<file path="config.mk">
export PLATFORM = sky130hd
export DESIGN_NAME = noekeon_iter_core
export DESIGN_NICKNAME = d
export VERILOG_FILES = /design/src/rtl/noekeon_iter_core.sv
export SDC_FILE = /design/constraint.sdc
export NUM_CORES = 1
export LEC_CHECK = 0
export ABC_AREA = 1
export CELL_PAD_IN_SITES_DETAIL_PLACEMENT = 0
export CELL_PAD_IN_SITES_GLOBAL_PLACEMENT = 2
export CORE_MARGIN = 2
export CORE_UTILIZATION = 32
export CTS_CLUSTER_DIAMETER = 50
export CTS_CLUSTER_SIZE = 14
export DETAILED_ROUTE_END_ITERATION = 16
export GPL_ROUTABILITY_DRIVEN = 0
export GPL_TIMING_DRIVEN = 0
export HOLD_SLACK_MARGIN = 0.03
export PLACE_DENSITY_LB_ADDON = 0.1
export RECOVER_POWER = 25
export SYNTH_ARGS = -nofsm -noshare
export SYNTH_HDL_FRONTEND = slang
export SYNTH_SLANG_ARGS = --single-unit
</file>
<file path="constraint.sdc">
create_clock -name inClk -period 4.2 [get_ports inClk]
set_input_delay 0.84 -clock inClk [delete_from_list [all_inputs] [get_ports inClk]]
set_output_delay 0.84 -clock inClk [all_outputs]
set_load 0.01 [all_outputs]
</file>
<file path="src/rtl/noekeon_iter_core.sv">
// rtl/noekeon_iter_core.sv - iterative Noekeon direct-key block cipher core
//
// Purpose: encrypts or decrypts one 128-bit block with a 128-bit working key,
// running ROUNDS_PER_CYCLE rounds per clock, followed by one output-transform cycle.
// Word order: word a0 is bits [31:0], a1 is [63:32], a2 is [95:64], a3 is [127:96].
// The round constant is applied to bits [7:0].
// Ports:
//   inClk, inRstN         clock; asynchronous active-low reset
//   inValid/outReady      request handshake (inData, inKey, inDecipher)
//   outValid/inReady      result handshake (outData, registered)
module noekeon_iter_core #(
  parameter int ROUNDS_PER_CYCLE = 1
) (
  input  logic         inClk,
  input  logic         inRstN,
  input  logic         inValid,
  output logic         outReady,
  input  logic [127:0] inData,
  input  logic [127:0] inKey,
  input  logic         inDecipher,
  output logic         outValid,
  input  logic         inReady,
  output logic [127:0] outData
);

  localparam bit LEGAL_R = (ROUNDS_PER_CYCLE == 1) || (ROUNDS_PER_CYCLE == 2) ||
                           (ROUNDS_PER_CYCLE == 4) || (ROUNDS_PER_CYCLE == 8) ||
                           (ROUNDS_PER_CYCLE == 16);
  if (!LEGAL_R) begin : g_bad_rounds
    $error("noekeon_iter_core: ROUNDS_PER_CYCLE must be 1, 2, 4, 8 or 16");
  end

  localparam logic [4:0] CNT_STEP = 5'(ROUNDS_PER_CYCLE);

  typedef enum logic [1:0] {IDLE, RUN, FINAL, DONE} state_t;

  state_t       state, state_next;
  logic [127:0] st, key_q, run_st, fin_st;
  logic [7:0]   rc, run_rc;
  logic [4:0]   cnt, cnt_next;
  logic         mode;
  logic         accept, run_last;

  function automatic logic [31:0] mix8(input logic [31:0] t);
    return t ^ {t[23:0], t[31:24]} ^ {t[7:0], t[31:8]};
  endfunction

  function automatic logic [127:0] theta(input logic [127:0] k, input logic [127:0] a);
    logic [31:0] a0, a1, a2, a3, t;
    {a3, a2, a1, a0} = a;
    t  = mix8(a0 ^ a2);
    a1 = a1 ^ t;
    a3 = a3 ^ t;
    a0 = a0 ^ k[31:0];
    a1 = a1 ^ k[63:32];
    a2 = a2 ^ k[95:64];
    a3 = a3 ^ k[127:96];
    t  = mix8(a1 ^ a3);
    a0 = a0 ^ t;
    a2 = a2 ^ t;
    return {a3, a2, a1, a0};
  endfunction

  function automatic logic [127:0] pi1(input logic [127:0] s);
    return {s[125:96], s[127:126], s[90:64], s[95:91], s[62:32], s[63], s[31:0]};
  endfunction

  function automatic logic [127:0] pi2(input logic [127:0] s);
    return {s[97:96], s[127:98], s[68:64], s[95:69], s[32], s[63:33], s[31:0]};
  endfunction

  function automatic logic [127:0] gamma(input logic [127:0] s);
    logic [31:0] a0, a1, a2, a3, t;
    {a3, a2, a1, a0} = s;
    a1 = a1 ^ (~a3 & ~a2);
    a0 = a0 ^ (a2 & a1);
    t  = a3;
    a3 = a0;
    a0 = t;
    a2 = a2 ^ a0 ^ a1 ^ a3;
    a1 = a1 ^ (~a3 & ~a2);
    a0 = a0 ^ (a2 & a1);
    return {a3, a2, a1, a0};
  endfunction

  // Encrypt adds the constant before Theta, decrypt after it.
  function automatic logic [127:0] nk_round(input logic [127:0] k, input logic [127:0] a,
                                            input logic [7:0] c, input logic dec);
    logic [127:0] s;
    s = dec ? a : (a ^ {120'b0, c});
    s = theta(k, s);
    if (dec) s[7:0] = s[7:0] ^ c;
    return pi2(gamma(pi1(s)));
  endfunction

  function automatic logic [7:0] rc_step(input logic [7:0] c, input logic dec);
    if (dec) return c[0] ? (((c ^ 8'h1B) >> 1) | 8'h80) : (c >> 1);
    return {c[6:0], 1'b0} ^ (c[7] ? 8'h1B : 8'h00);
  endfunction

  // Unrolled round chain; the constant advances once per round.
  always_comb begin
    run_st = st;
    run_rc = rc;
    for (int i = 0; i < ROUNDS_PER_CYCLE; i++) begin
      run_st = nk_round(key_q, run_st, run_rc, mode);
      run_rc = rc_step(run_rc, mode);
    end
    fin_st = mode ? (theta(key_q, st) ^ {120'b0, rc}) : theta(key_q, st ^ {120'b0, rc});
  end

  assign cnt_next = cnt + CNT_STEP;
  assign run_last = (cnt_next == 5'd16);

  always_ff @(posedge inClk or negedge inRstN) begin
    if (!inRstN) state <= IDLE;
    else         state <= state_next;
  end

  always_comb begin
    state_next = state;
    outReady   = 1'b0;
    outValid   = 1'b0;
    accept     = 1'b0;
    case (state)
      IDLE: begin
        outReady = 1'b1;
        if (inValid) begin
          accept     = 1'b1;
          state_next = RUN;
        end
      end
      RUN:   if (run_last) state_next = FINAL;
      FINAL: state_next = DONE;
      DONE: begin
        outValid = 1'b1;
        if (inReady) state_next = IDLE;
      end
      default: state_next = IDLE;
    endcase
  end

  always_ff @(posedge inClk or negedge inRstN) begin
    if (!inRstN) begin
      st      <= '0;
      key_q   <= '0;
      rc      <= '0;
      cnt     <= '0;
      mode    <= 1'b0;
      outData <= '0;
    end else begin
      if (accept) begin
        st    <= inData;
        mode  <= inDecipher;
        // Decryption uses the Theta-transformed key throughout.
        key_q <= inDecipher ? theta(128'b0, inKey) : inKey;
        rc    <= inDecipher ? 8'hD4 : 8'h80;
        cnt   <= '0;
      end
      if (state == RUN) begin
        st  <= run_st;
        rc  <= run_rc;
        cnt <= cnt_next;
      end
      if (state == FINAL) outData <= fin_st;
    end
  end

endmodule
</file>
Word-level counts from Yosys, hierarchy flattened
Cells that the tools add are included.

storage, ports and cells
  output and inout port bits = 130
  register bits = 400
  logic and storage cells = 114

cells by class
  equality and inequality tests = 7
  add/sub/neg operators = 1
  multiplexer cells = 24
  bitwise operators = 72
  reductions and logical operators = 3

operators by type and width
  kind                                            count
  bitwise XOR 32 bit                              59
  2-to-1 mux 128 bit                              5
  bitwise XOR 128 x 8 -> 128 bit                  2
  AND 32 bit                                      4
  inverter 32 bit                                 4
  2-to-1 mux 8 bit                                6
  2-to-1 mux 5 bit                                3
  one-hot mux 2 bit (4 select lines)              1
  bitwise XOR 8 x 5 -> 8 bit                      1
  bitwise XOR 8 bit                               1
  2-to-1 mux 7 bit                                1
  2-to-1 mux 2 bit                                3
  inequality test 2 bit (second input constant)   3
  adder 5 x 1 -> 5 bit (second input constant)    1
  == test 5 bit (second input constant)           1
  2-to-1 mux 1 bit                                5
  == test 2 bit (second input constant)           2
  inverter 4 bit                                  1
  AND reduction 3 bit                             1
  == test 2 x 1 -> 1 bit (second input constant)  1
  logical NOT 2 bit                               1
  nonzero test 2 bit                              1

Depth between registers and ports, before layout
Gate-level depths: netlist (run 1).

  word-level depth = 23
  depth in mapped cells = 32
  gate-level depth less buffers = 32

Worst setup path before layout (run 1)
Ideal clock, no wire load.

  path kind = register to register
  start point = reg st[84]
  end point = reg st[1]
  setup slack = 1130 ps
  setup time = 116 ps
  arrival = 2953 ps
  required time = 4084 ps
  stages on the path, launching flop included = 30
  period minus slack after synthesis = 3070 ps
  path buffers = 0
  cell sequence = dfrtp_1 > inv_1 > nand2_1 > nand2_1 > nand2_1 > nand2_1 > nand2_1 > nand3b_1 > nand2_1 > inv_1 > nand2_1 > nand2_1 > nand2_1 > nand2_1 > nand2_1 > nand2_1 > inv_1 > ha_1 > xor2_1 > xnor2_1 > xor2_1 > nand2_1 > nand2_1 > nand3b_1 > nand2_1 > nand2_1 > nand2_1 > nand3_1 > nand2_1 > nand2_1

on the way
  longest elaborated chain between the ends = 23
  elaborated cells between the ends (all ways) = 28
  classes of those cells = mux: 2; bitwise: 26

ends and longest elaborated chain
  what                                   RTL line  text
  from (decl)                            38        logic [127:0] st, key_q, run_st, fin_st;
  from (signal assigned)                 153       st <= inData;
  from (signal assigned)                 161       st <= run_st;
  bitwise XOR 128 x 8 -> 128 bit         90        s = dec ? a : (a ^ {120'b0, c});
  2-to-1 mux 128 bit (*)                 90
  bitwise XOR 32 bit (*)                 51        t = mix8(a0 ^ a2);
  bitwise XOR 32 bit (*) (2 in a row)    45        return t ^ {t[23:0], t[31:24]} ^ {t[7:0], t[31:8]};
  bitwise XOR 32 bit (on tied branches)  52, 53
  bitwise XOR 32 bit (on tied branches)  55, 57
  bitwise XOR 32 bit (*)                 58        t = mix8(a1 ^ a3);
  bitwise XOR 32 bit (*) (2 in a row)    45
  [5 not listed]                         n/a
  bitwise XOR 32 bit                     76        a0 = a0 ^ (a2 & a1);
  bitwise XOR 32 bit                     80        a2 = a2 ^ a0 ^ a1 ^ a3;
  inverter 32 bit                        81        a1 = a1 ^ (~a3 & ~a2);
  AND 32 bit                             81
  bitwise XOR 32 bit                     81
  AND 32 bit (*)                         82        a0 = a0 ^ (a2 & a1);
  bitwise XOR 32 bit (*)                 82
  2-to-1 mux 128 bit (*)                 160       if (state == RUN) begin

Every way passes the cells marked *; elsewhere a longest branch is shown, timed or not.
A chain may end at the register's enable or synchronous reset.

Worst setup path after layout (run 1)
  start point = reg key_q[106]
  end point = reg st[66]

on the way
  longest elaborated chain between the ends = 11
  elaborated cells between the ends (all ways) = 13
  classes of those cells = mux: 1; bitwise: 12

ends and longest elaborated chain
  what                    RTL line  text
  from (decl)             38
  from (signal assigned)  156       key_q <= inDecipher ? theta(128'b0, inKey) : inKey;
  bitwise XOR 32 bit (*)  57        a3 = a3 ^ k[127:96];
  bitwise XOR 32 bit (*)  58
  bitwise XOR 32 bit (*)  45
  bitwise XOR 32 bit (*)  60        a2 = a2 ^ t;
  inverter 32 bit         75        a1 = a1 ^ (~a3 & ~a2);
  AND 32 bit              75
  bitwise XOR 32 bit      75
  AND 32 bit              76
  bitwise XOR 32 bit      76
  bitwise XOR 32 bit (*)  80
  2-to-1 mux 128 bit (*)  160

Marks and branches as above.

==> results of run 1 <==
-- cell type report --
| class | count | share of cell area (%) |
|---|---|---|
| tap | 1176 | 3.94 |
| inverter | 387 | 3.92 |
| clock inverter | 54 | 1.65 |
| buffer | 111 | 1.29 |
| sequential | 400 | 26.8 |
| timing repair buffer | 403 | 10.9 |
| multi-input combinational | 3012 | 46.5 |
| clock buffer | 76 | 4.88 |
-- registers in the layout (all words and copies together) (netlist names) --
register / cells
state: 2
outData: 128
st: 128
mode: 1
cnt: 5
key_q: 128
rc: 8
-- logic make-up (layout without fill, tap and decap cells) --
group | Yosys count | after routing | share of synthesized area (%)
adders and majority gates | 37 | 37 | 1.59
xor gates and xnor gates | 584 | 584 | 19.6
and+or+nand+nor | 1968 | 1968 | 29.5
buffers and inverters | 500 | 1031 | 6.66
AOI/OAI and AO/OA | 423 | 423 | 8.14
DFF | 400 | 400 | 34.5
-- cells in the final DEF (no fill, tap or decap), types with 10 or more instances in the layout --
master,instances
nand2_1,1357
dfrtp_1,389
clkdlybuf4s50_1,389
inv_1,342
nand3_1,337
o21ai_0,299
xor2_1,298
xnor2_1,202
nand2_2,90
clkbuf_1,85
clkbuf_16,70
o211ai_1,52
nor2_1,47
inv_2,39
xor2_2,37
a21oi_1,37
ha_1,37
xnor2_2,35
nand3_2,32
nand3b_1,24
or2_2,23
nand4_1,21
nand2_4,18
inv_6,13
clkinv_8,11
dfrtp_2,11
clkbuf_2,10
-- critical path, cell delays in order, from the launching register on --
cell and delay [ns]:
dfrtp_1 0.55, xnor2_1 0.52, xor2_4 0.40, xnor2_4 0.21, xor2_4 0.19, buf_12 0.14, xor2_1 0.22, inv_1 0.13
ha_1 0.22, xor2_1 0.17, xor2_1 0.19, inv_2 0.14, nand2_1 0.06, nand2_1 0.08, nand2_1 0.09, nand2_2 0.10
nand2_1 0.06, nand2_1 0.05, nand2_1 0.11, nand2_1 0.09, o211ai_1 0.08
-- how the worst min path moves through the flow --
stage	start	to	cells past startpoint
detailed placement	outData[41]	outData[41]	2
global placement	outData[24]	outData[24]	2
CTS	outData[24]	outData[24]	2
global route	outData[110]	outData[110]	2
floorplan	key_q[45]	key_q[45]	2
finish	outData[19]	outData[19]	2
-- layer usage --
| layer | GRT usage, % | vias to the layer above | wire length, µm |
|---|---|---|---|
| li1 | - | 13336 | - |
| met1 | 44.3 | 13834 | 67700 |
| met4 | 12.8 | 0 | 6210 |
| met3 | 4.53 | 195 | 10000 |
| met5 | 0 | - | 0 |
| met2 | 52.0 | 1085 | 69700 |
-- through the flow --
step	setup WS, ns	hold slack, ns	TNS, ns
2_1_floorplan	1.13	0.467	0
3_3_place_gp	-17.50	0.466	-7001.86
3_5_place_dp	-0.804	0.471	-30.74
4_1_cts	0.000850	0.485	0
5_1_grt	0.00498	0.506	0
6_report	0.178	0.481	0
-- repair_timing --
action                     4_1_cts  5_1_grt
cloned                           0        0
pin swaps                        0        6
hold endpoints to repair         1        0
buffers inserted                 0        7
gates resized for setup         13       64
hold buffers                     1        0
setup endpoints to repair       41       60
==> impl_metrics.env, run 1 <==
export IMPL_synth_area_top_cells="dfrtp_1 (34%), nand2_1 (18%), xor2_1 (9.2%)"
export IMPL_clock_skew_ns=0.0377
export IMPL_dieHeight_um=305
export IMPL_ys_ff_latch=400
export IMPL_rsz0062_at_grt="no"
export IMPL_clockRootBuffer="clkbuf_16"
export IMPL_grt_pass1_wl_mm=209
export IMPL_cp_max_fo=5
export IMPL_startpoint_type="register"
export IMPL_antenna_cells=0
export IMPL_cp_arrival_ns=4.50
export IMPL_yosysUniqueCellTypes=53
export IMPL_fmax_ghz=0.249
export IMPL_ys_warn_count=0
export IMPL_r2r_start="key_q[106]"
export IMPL_regArea_um2=10000
export IMPL_clock_sinks=400
export IMPL_first_pass_iters=6
export IMPL_yosysMostFrequentCell="nand2_1"
export IMPL_yosysTopAreaCellShare_pct=34.5
export IMPL_critPathLaunch="key_q[106]"
export IMPL_worstSetupPathType="register to register"
export IMPL_fin_cells=5619
export IMPL_clk_path_buf_depth=3
export IMPL_wirelength_mm=154
export IMPL_syn_area_per_cell_um2=7.43
export IMPL_synthesis_area_um2=29000
export IMPL_syn_inst=3912
export IMPL_die_area_um2=93200
export IMPL_max_slew_margin_pct=-83.3
export IMPL_r2r_end="st[66]"
export IMPL_multi_input_area_um2=17400
export IMPL_dpl_hpwl_mm=125
export IMPL_grt_max_degree=113
export IMPL_maxCapViolCount=3
export IMPL_portBuffers=390
export IMPL_drv_slew=120
export IMPL_vias=28450
export IMPL_htreeDepth=3
export IMPL_cts_tree="built"
export IMPL_overflow=0
export IMPL_synth_edff_count=0
export IMPL_violations="max-capacitance violations, max-slew violations"
export IMPL_fin_util_pct=41.5
export IMPL_core_area_um2=90000
export IMPL_antenna_left=0
export IMPL_tightest_slew_ns=2.75
export IMPL_area_growth_pct=28.6
export IMPL_numCtsBuffers=70
export IMPL_rrSetupSlack_ns=0.18
export IMPL_status="finished with violations"
export IMPL_boundaryPins=391
export IMPL_grt_pass1_vias=27021
export IMPL_placedCellCount=5483
export IMPL_ys_seq_area_share_pct=34.5
export IMPL_design_area_um2=37400
export IMPL_start_util_pct=32.3
export IMPL_antenna_found_initial=6
export IMPL_viasPerCell=5.06
export IMPL_async_flop_share_pct=100
export IMPL_clkTransAtPathRegs_ns=0.06
export IMPL_grtUsageTotal_pct=32.5
export IMPL_drt_initial_drc_count=2595
export IMPL_critPathCaptureType="register"
export IMPL_synth_top_area_cell="dfrtp_1"
export IMPL_finalCriticalPeriod_ns=4.02
export IMPL_routedWlPerCell_um=27.3
export IMPL_cp_required_ns=4.68
export IMPL_clk_latency_ns=0.65
export IMPL_ys_flop_type="dfrtp_1"
export IMPL_hp_class="register to register"
export IMPL_drive_gt1_share_pct=10.7
export IMPL_placed_cell_area_um2=34600
export IMPL_setup_viol_count_final=0
export IMPL_drc=0
export IMPL_row_count=110
export IMPL_finalNetCount=4683
export IMPL_synthTopCellsByCount="nand2_1 (1377), dfrtp_1 (400), nand3_1 (344), inv_1 (343), xor2_1 (305)"
export IMPL_fin_crit_sh_pct=95.8
export IMPL_nFillCells=9576
export IMPL_ff2ff_path_depth=20
export IMPL_crit_end="st[66]"
export IMPL_syn_nets=4210
export IMPL_fp_dieW_um=305
export IMPL_hold_viol=0
Power of run 1 is not shown: default switching activity piles up to over one toggle a cycle in this logic, so the estimate is an artifact.
==> run 2, diff against run 1 <==
--- a/config.mk
+++ b/config.mk
@@ -16,7 +16,7 @@
 export GPL_ROUTABILITY_DRIVEN = 0
 export GPL_TIMING_DRIVEN = 0
 export HOLD_SLACK_MARGIN = 0.03
-export PLACE_DENSITY_LB_ADDON = 0.1
+export PLACE_DENSITY = 0.83
 export RECOVER_POWER = 25
 export SYNTH_ARGS = -nofsm -noshare
 export SYNTH_HDL_FRONTEND = slang
==> run 2 against run 1 <==
Compared with the run above: the flow still finishes with violations (max-capacitance violations, max-slew violations); utilization is 0.46 points lower; highest routed layer is now met5; cell area fell by 1.1%; clock skew down 0.012 ns; maximum frequency is 2.2% lower; hold slack improved by 0.00072 ns.
==> impl_metrics.env, run 2 (synthesis gave the netlist of run 1 again) <==
export IMPL_status="finished with violations"
export IMPL_violations="max-capacitance violations, max-slew violations"
export IMPL_drv_slew=90
export IMPL_maxCapViolCount=2
export IMPL_fp_dieW_um=305
export IMPL_core_area_um2=90000
export IMPL_overflow=0
export IMPL_wirelength_mm=147
export IMPL_hp_start="outData[74]"
export IMPL_fmax_ghz=0.243
export IMPL_boundaryPins=391
export IMPL_final_common_cell="nand2_1"
export IMPL_portBuffers=390
export IMPL_antenna_found_initial=10
export IMPL_dieHeight_um=305
export IMPL_numCtsBuffers=59
export IMPL_area_growth_pct=27.2
export IMPL_holdPathEnd="outData[74]"
export IMPL_clockRootBuffer="clkbuf_16"
export IMPL_crit_slowest_cell="clkbuf_1"
export IMPL_clock_skew_ns=0.0254
export IMPL_r2r_start="state[0]"
export IMPL_min_delay_path_depth=2
export IMPL_startpoint_type="register"
export IMPL_drive_gt1_share_pct=10.0
export IMPL_max_slew_margin_pct=-91.1
export IMPL_htreeDepth=2
export IMPL_clock_sinks=400
export IMPL_grt_pass1_vias=26880
export IMPL_setup_viol_count_final=0
export IMPL_design_area_um2=36900
export IMPL_worstSetupPathType="register to register"
export IMPL_regArea_um2=10000
export IMPL_cp_arrival_ns=4.69
export IMPL_fin_crit_sh_pct=97.9
export IMPL_r2r_end="st[124]"
export IMPL_multi_input_area_um2=17400
export IMPL_vias=28423
export IMPL_clkTransAtPathRegs_ns=0.07
export IMPL_grtUsageTotal_pct=31.0
export IMPL_finalNetCount=4671
export IMPL_rsz0062_at_grt="yes"
export IMPL_placed_cell_area_um2=34500
export IMPL_ff2ff_path_depth=9
export IMPL_cts_tree="built"
export IMPL_grt_pass1_wl_mm=202
export IMPL_reg_top3="key_q: 128 flops, outData: 128 flops, st: 128 flops"
export IMPL_grt_max_degree=112
export IMPL_drt_initial_drc_count=2572
export IMPL_cp_max_fo=10
export IMPL_routedWlPerCell_um=26.2
export IMPL_first_pass_iters=6
export IMPL_finalCriticalPeriod_ns=4.11
export IMPL_clk_path_buf_depth=3
export IMPL_antenna_left=0
export IMPL_tightest_slew_ns=2.87
export IMPL_antenna_cells=0
export IMPL_nFillCells=9464
export IMPL_viasPerCell=5.08
export IMPL_dpl_hpwl_mm=120
export IMPL_hold_viol=0
export IMPL_rrSetupSlack_ns=0.09
export IMPL_critPathCaptureType="register"
export IMPL_mostFrequentLayoutCells="nand2_1 (1361), dfrtp_1 (391), clkdlybuf4s50_1 (389), inv_1 (342), nand3_1 (342)"
export IMPL_clk_latency_ns=0.65
export IMPL_timing_critical_path_cells="inv_1 -> ha_1 -> nand2_1 -> clkbuf_1 -> nor2_1 -> clkbuf_1 -> clkbuf_1 -> nand2_1 -> nand3_1"
export IMPL_start_util_pct=32.3
export IMPL_cp_required_ns=4.78
export IMPL_hold_buffers=0
export IMPL_row_count=110
export IMPL_die_area_um2=93200
export IMPL_worst_path_largest_cell_delay_ns=0.89
export IMPL_hp_class="register to register"
export IMPL_path_common_cell="clkbuf_1"
export IMPL_drc=0
run 2: through the flow:
step,worst slack (ns),util (%),hold WS (ns),TNS (ns),cells
after floorplan,1.13,-,0.467,0,3912
after global placement,-17.30,38.2,0.467,-6906.60,5478
after detailed placement,-0.530,38.3,0.473,-17.85,5481
after CTS,0.00261,40.7,0.284,0,5592
after global routing,-0.0178,41.0,0.497,-0.0238,5599
final,0.0879,41.0,0.481,0,5599
run 2: layer usage:
metal / wire, µm / share of wire, % / global-route usage (%) / vias to the layer above
met3: 13100 / 8.9 / 6.18 / 215
li1: - / - / - / 13320
met2: 64600 / 44 / 47.9 / 1263
met4: 7130 / 4.9 / 14.2 / 2
met5: 7 / 0.0048 / 0 / -
met1: 62000 / 42 / 41.6 / 13623
run 2: what timing repair did:
item                       CTS  global route
pin swaps                    0             4
setup endpoints to repair   16            49
gates resized for setup      7            57
setup buffers                0             7
cloned                       0             0
run 2: final cells by class:
type / count / share of cell area, %
Buffer: 113 / 1.29
Clock buffer: 68 / 4.25
Clock inverter: 43 / 1.37
Inverter: 387 / 3.97
Multi-Input combinational cell: 3012 / 47.1
Sequential cell: 400 / 27.1
Tap cell: 1176 / 3.98
Timing Repair Buffer: 400 / 11.0
run 2: worst max-delay path by stage:
stage / slack, ns / startpoint / cells past startpoint / to
4_1_cts: 0.003 / state[0] / 9 / st[18]
3_3_place_gp: -17.30 / inRstN / 1 / outData[94]
5_1_grt: -0.02 / st[92] / 29 / st[25]
2_1_floorplan: 1.13 / st[84] / 29 / st[1]
6_report: 0.09 / state[0] / 9 / st[124]
3_5_place_dp: -0.53 / inValid / 8 / st[19]
run 2: critical path: cells and delay by family, from the launching register on:
family / cells / cell delay, ns
adder cells (fa/ha/maj): 1 / 0.23
buffers and inverters: 4 / 2.18
flip-flops: 1 / 0.40
AND/OR/NAND/NOR: 4 / 1.20
Power of run 2 is left out for the same reason.
==> run 3, diff against run 2 <==
--- a/config.mk
+++ b/config.mk
@@ -5,11 +5,10 @@
 export SDC_FILE = /design/constraint.sdc
 export NUM_CORES = 1
 export LEC_CHECK = 0
-export ABC_AREA = 1
 export CELL_PAD_IN_SITES_DETAIL_PLACEMENT = 0
 export CELL_PAD_IN_SITES_GLOBAL_PLACEMENT = 2
 export CORE_MARGIN = 2
-export CORE_UTILIZATION = 32
+export CORE_UTILIZATION = 35
 export CTS_CLUSTER_DIAMETER = 50
 export CTS_CLUSTER_SIZE = 14
 export DETAILED_ROUTE_END_ITERATION = 16
==> run 3 against run 2 <==
Compared with the run above: the flow finishes with violations (max-capacitance violations, max-slew violations, negative setup slack); synthesized cell count shrank 31%; sequential share of layout area grew 2.1 points; synthesized area shrank 7.5%.
==> impl_metrics.env, run 3 <==
export IMPL_status="finished with violations"
export IMPL_violations="max-capacitance violations, max-slew violations, negative setup slack"
export IMPL_yosysUniqueCellTypes=43
export IMPL_timing_critical_path_cells="xnor2_1 -> xnor2_1 -> xnor3_1 -> xor2_1 -> inv_1 -> ha_1 -> xnor3_1 -> xnor2_1 -> nor2_1 -> xnor2_1 -> a21oi_1"
export IMPL_drc=0
export IMPL_htreeDepth=2
export IMPL_setup_viol_count_final=1
export IMPL_crit_slowest_cell="xnor2_1"
export IMPL_numCtsBuffers=57
export IMPL_start_util_pct=35.4
export IMPL_startpoint_type="register"
export IMPL_max_slew_margin_pct=-12.3
export IMPL_area_growth_pct=27.6
export IMPL_synth_edff_count=0
export IMPL_maxCapViolCount=1
export IMPL_cts_tree="built"
export IMPL_final_common_cell="xnor2_1"
export IMPL_syn_area_per_cell_um2=9.95
export IMPL_setup_slack_ns=-0.0123
export IMPL_routedWlPerCell_um=28.1
export IMPL_synth_area_top_cells="dfrtp_1 (37%), xnor2_1 (16%), xor2_1 (11%)"
export IMPL_fin_crit_sh_pct=100
export IMPL_tightest_slew_ns=1.68
export IMPL_drt_initial_drc_count=2406
export IMPL_regArea_um2=10000
export IMPL_grt_max_degree=116
export IMPL_vias=22554
export IMPL_antenna_left=0
export IMPL_syn_nets=2997
export IMPL_async_flop_share_pct=100
export IMPL_boundaryPins=391
export IMPL_worstSetupPathType="register to register"
export IMPL_overflow=0
export IMPL_portBuffers=388
export IMPL_drv_slew=108
export IMPL_hold_viol=0
export IMPL_dieHeight_um=281
export IMPL_nFillCells=7266
export IMPL_reg_top3="key_q: 128 flops, outData: 128 flops, st: 128 flops"
export IMPL_clk_path_buf_depth=3
export IMPL_fin_cells=4230
export IMPL_fin_hold_ws_ns=0.498
export IMPL_worst_path_largest_cell_delay_ns=0.79
export IMPL_fp_dieW_um=281
export IMPL_core_area_um2=75900
export IMPL_antenna_found_initial=3
export IMPL_grt_pass1_wl_mm=163
export IMPL_clock_sinks=400
export IMPL_grtUsageTotal_pct=29.6
export IMPL_clkTransAtPathRegs_ns=0.06
export IMPL_critPathCaptureType="register"
export IMPL_synthesis_area_um2=26900
export IMPL_cp_max_fo=4
export IMPL_wirelength_mm=119
export IMPL_first_pass_iters=5
export IMPL_synth_top_area_cell="dfrtp_1"
export IMPL_row_count=101
export IMPL_grt_pass1_vias=22270
export IMPL_clockRootBuffer="clkbuf_16"
export IMPL_ys_seq_area_share_pct=37.3
export IMPL_multi_input_area_um2=16200
export IMPL_cp_arrival_ns=4.68
export IMPL_antenna_cells=0
export IMPL_ys_ff_latch=400
export IMPL_yosysMostFrequentCell="xnor2_1"
export IMPL_synthTopCellsByCount="xnor2_1 (498), dfrtp_1 (400), xor2_1 (323), nand2_1 (261), o21ai_0 (197)"
export IMPL_clk_latency_ns=0.63
export IMPL_ys_flop_type="dfrtp_1"
export IMPL_rsz0062_at_grt="no"
export IMPL_mostFrequentLayoutCells="xnor2_1 (491), dfrtp_1 (400), clkdlybuf4s50_1 (381), xor2_1 (320), nand2_1 (261)"
export IMPL_die_area_um2=79000
export IMPL_cp_required_ns=4.67
export IMPL_yosysTopAreaCellShare_pct=37.3
export IMPL_drive_gt1_share_pct=7.31
export IMPL_clock_skew_ns=0.0212
export IMPL_fmax_ghz=0.237
export IMPL_placedCellCount=4121
export IMPL_viasPerCell=5.33
export IMPL_finalNetCount=3449
export IMPL_dpl_hpwl_mm=96.9
export IMPL_finalCriticalPeriod_ns=4.21
export IMPL_path_common_cell="xnor2_1"
export IMPL_hp_class="register to register"
export IMPL_syn_inst=2699
export IMPL_ys_warn_count=0
-- run 3: changes by cell type in the layout (fill, tap and decap cells not counted), moves of 55 or more --
cell | before | now
nand2_1 | 1361 | 261
nand3_1 | 342 | 16
xnor2_1 | 201 | 491
inv_1 | 342 | 67
a21oi_1 | 37 | 174
o21ai_0 | 299 | 197
nor2_1 | 47 | 144
nand2_2 | 84 | 0
a211oi_1 | 0 | 82
and3_1 | 0 | 81
mux2_2 | 0 | 70
xnor3_1 | 1 | 56
-- run 3: path summary, 6_finish.rpt --
check / startpoint / to / slack, ns / cells after the start
min reg2reg: outData[37] / outData[37] / 0.50 / 1
min in group asynchronous: inRstN / outData[89] / 0.64 / 2
min: outData[37] / outData[37] / 0.50 / 1
max: key_q[39] / st[12] / -0.01 / 11
max reg2reg: key_q[39] / st[12] / -0.01 / 11
max in group asynchronous: inRstN / key_q[104] / 0.63 / 6
-- run 3: what timing repair did --
item	4_1_cts	5_1_grt
pin swaps	0	0
setup endpoints to repair	2	8
hold buffers	1	0
resized for setup	3	7
buffers inserted	0	0
hold endpoints to repair	2	0
-- run 3: cells by family (layout without fill, tap and decap cells) --
family	Yosys count	after routing	share of synthesized area, %
buffers and inverters	195	696	2.74
flip-flops	400	400	37.3
AND/OR/NAND/NOR	538	538	8.71
AO/OA/AOI/OAI	492	492	10.4
multiplexers	121	121	4.84
XOR/XNOR	916	916	34.3
adder cells (fa/ha/maj)	37	37	1.72
-- run 3: area by class of cell --
cell class | instances | area share, %
multi-input cells | 2104 | 47.2
flip-flops and latches | 400 | 29.2
inverters | 69 | 0.756
plain buffers | 126 | 1.39
well taps | 1030 | 3.76
clock inverters | 42 | 1.52
clock buffers | 66 | 4.50
repair buffers | 393 | 11.6
-- run 3: critical path: cells and delay by family, from the launching register on --
kind	cells	cell delay [ns]
AOI/OAI and AO/OA	1	0.09
adders and majority gates	1	0.35
xor gates and xnor gates	7	2.85
and+or+nand+nor	1	0.12
DFF	1	0.48
buffers and inverters	1	0.16
-- run 3: through the flow --
stage	util, %	setup TNS (ns)	worst slack, ns	area [µm²]
floorplan	-	0	0.982	26900
global route	45.1	0	0.00513	34300
CTS	45.1	0	0.0269	34200
detailed placement	42.3	-0.0736	-0.0531	32100
global placement	42.2	-6473.63	-16.23	32000
finish	45.1	-0.0123	-0.0123	34300
-- run 3: layer usage --
layer	wire length, µm	up-vias	global-route usage, %
li1	-	9923	-
met1	48400	11268	39.3
met2	53800	1146	46.8
met3	10100	217	5.19
met4	6470	0	14.1
met5	0	-	0
Power of run 3 is left out for the same reason.
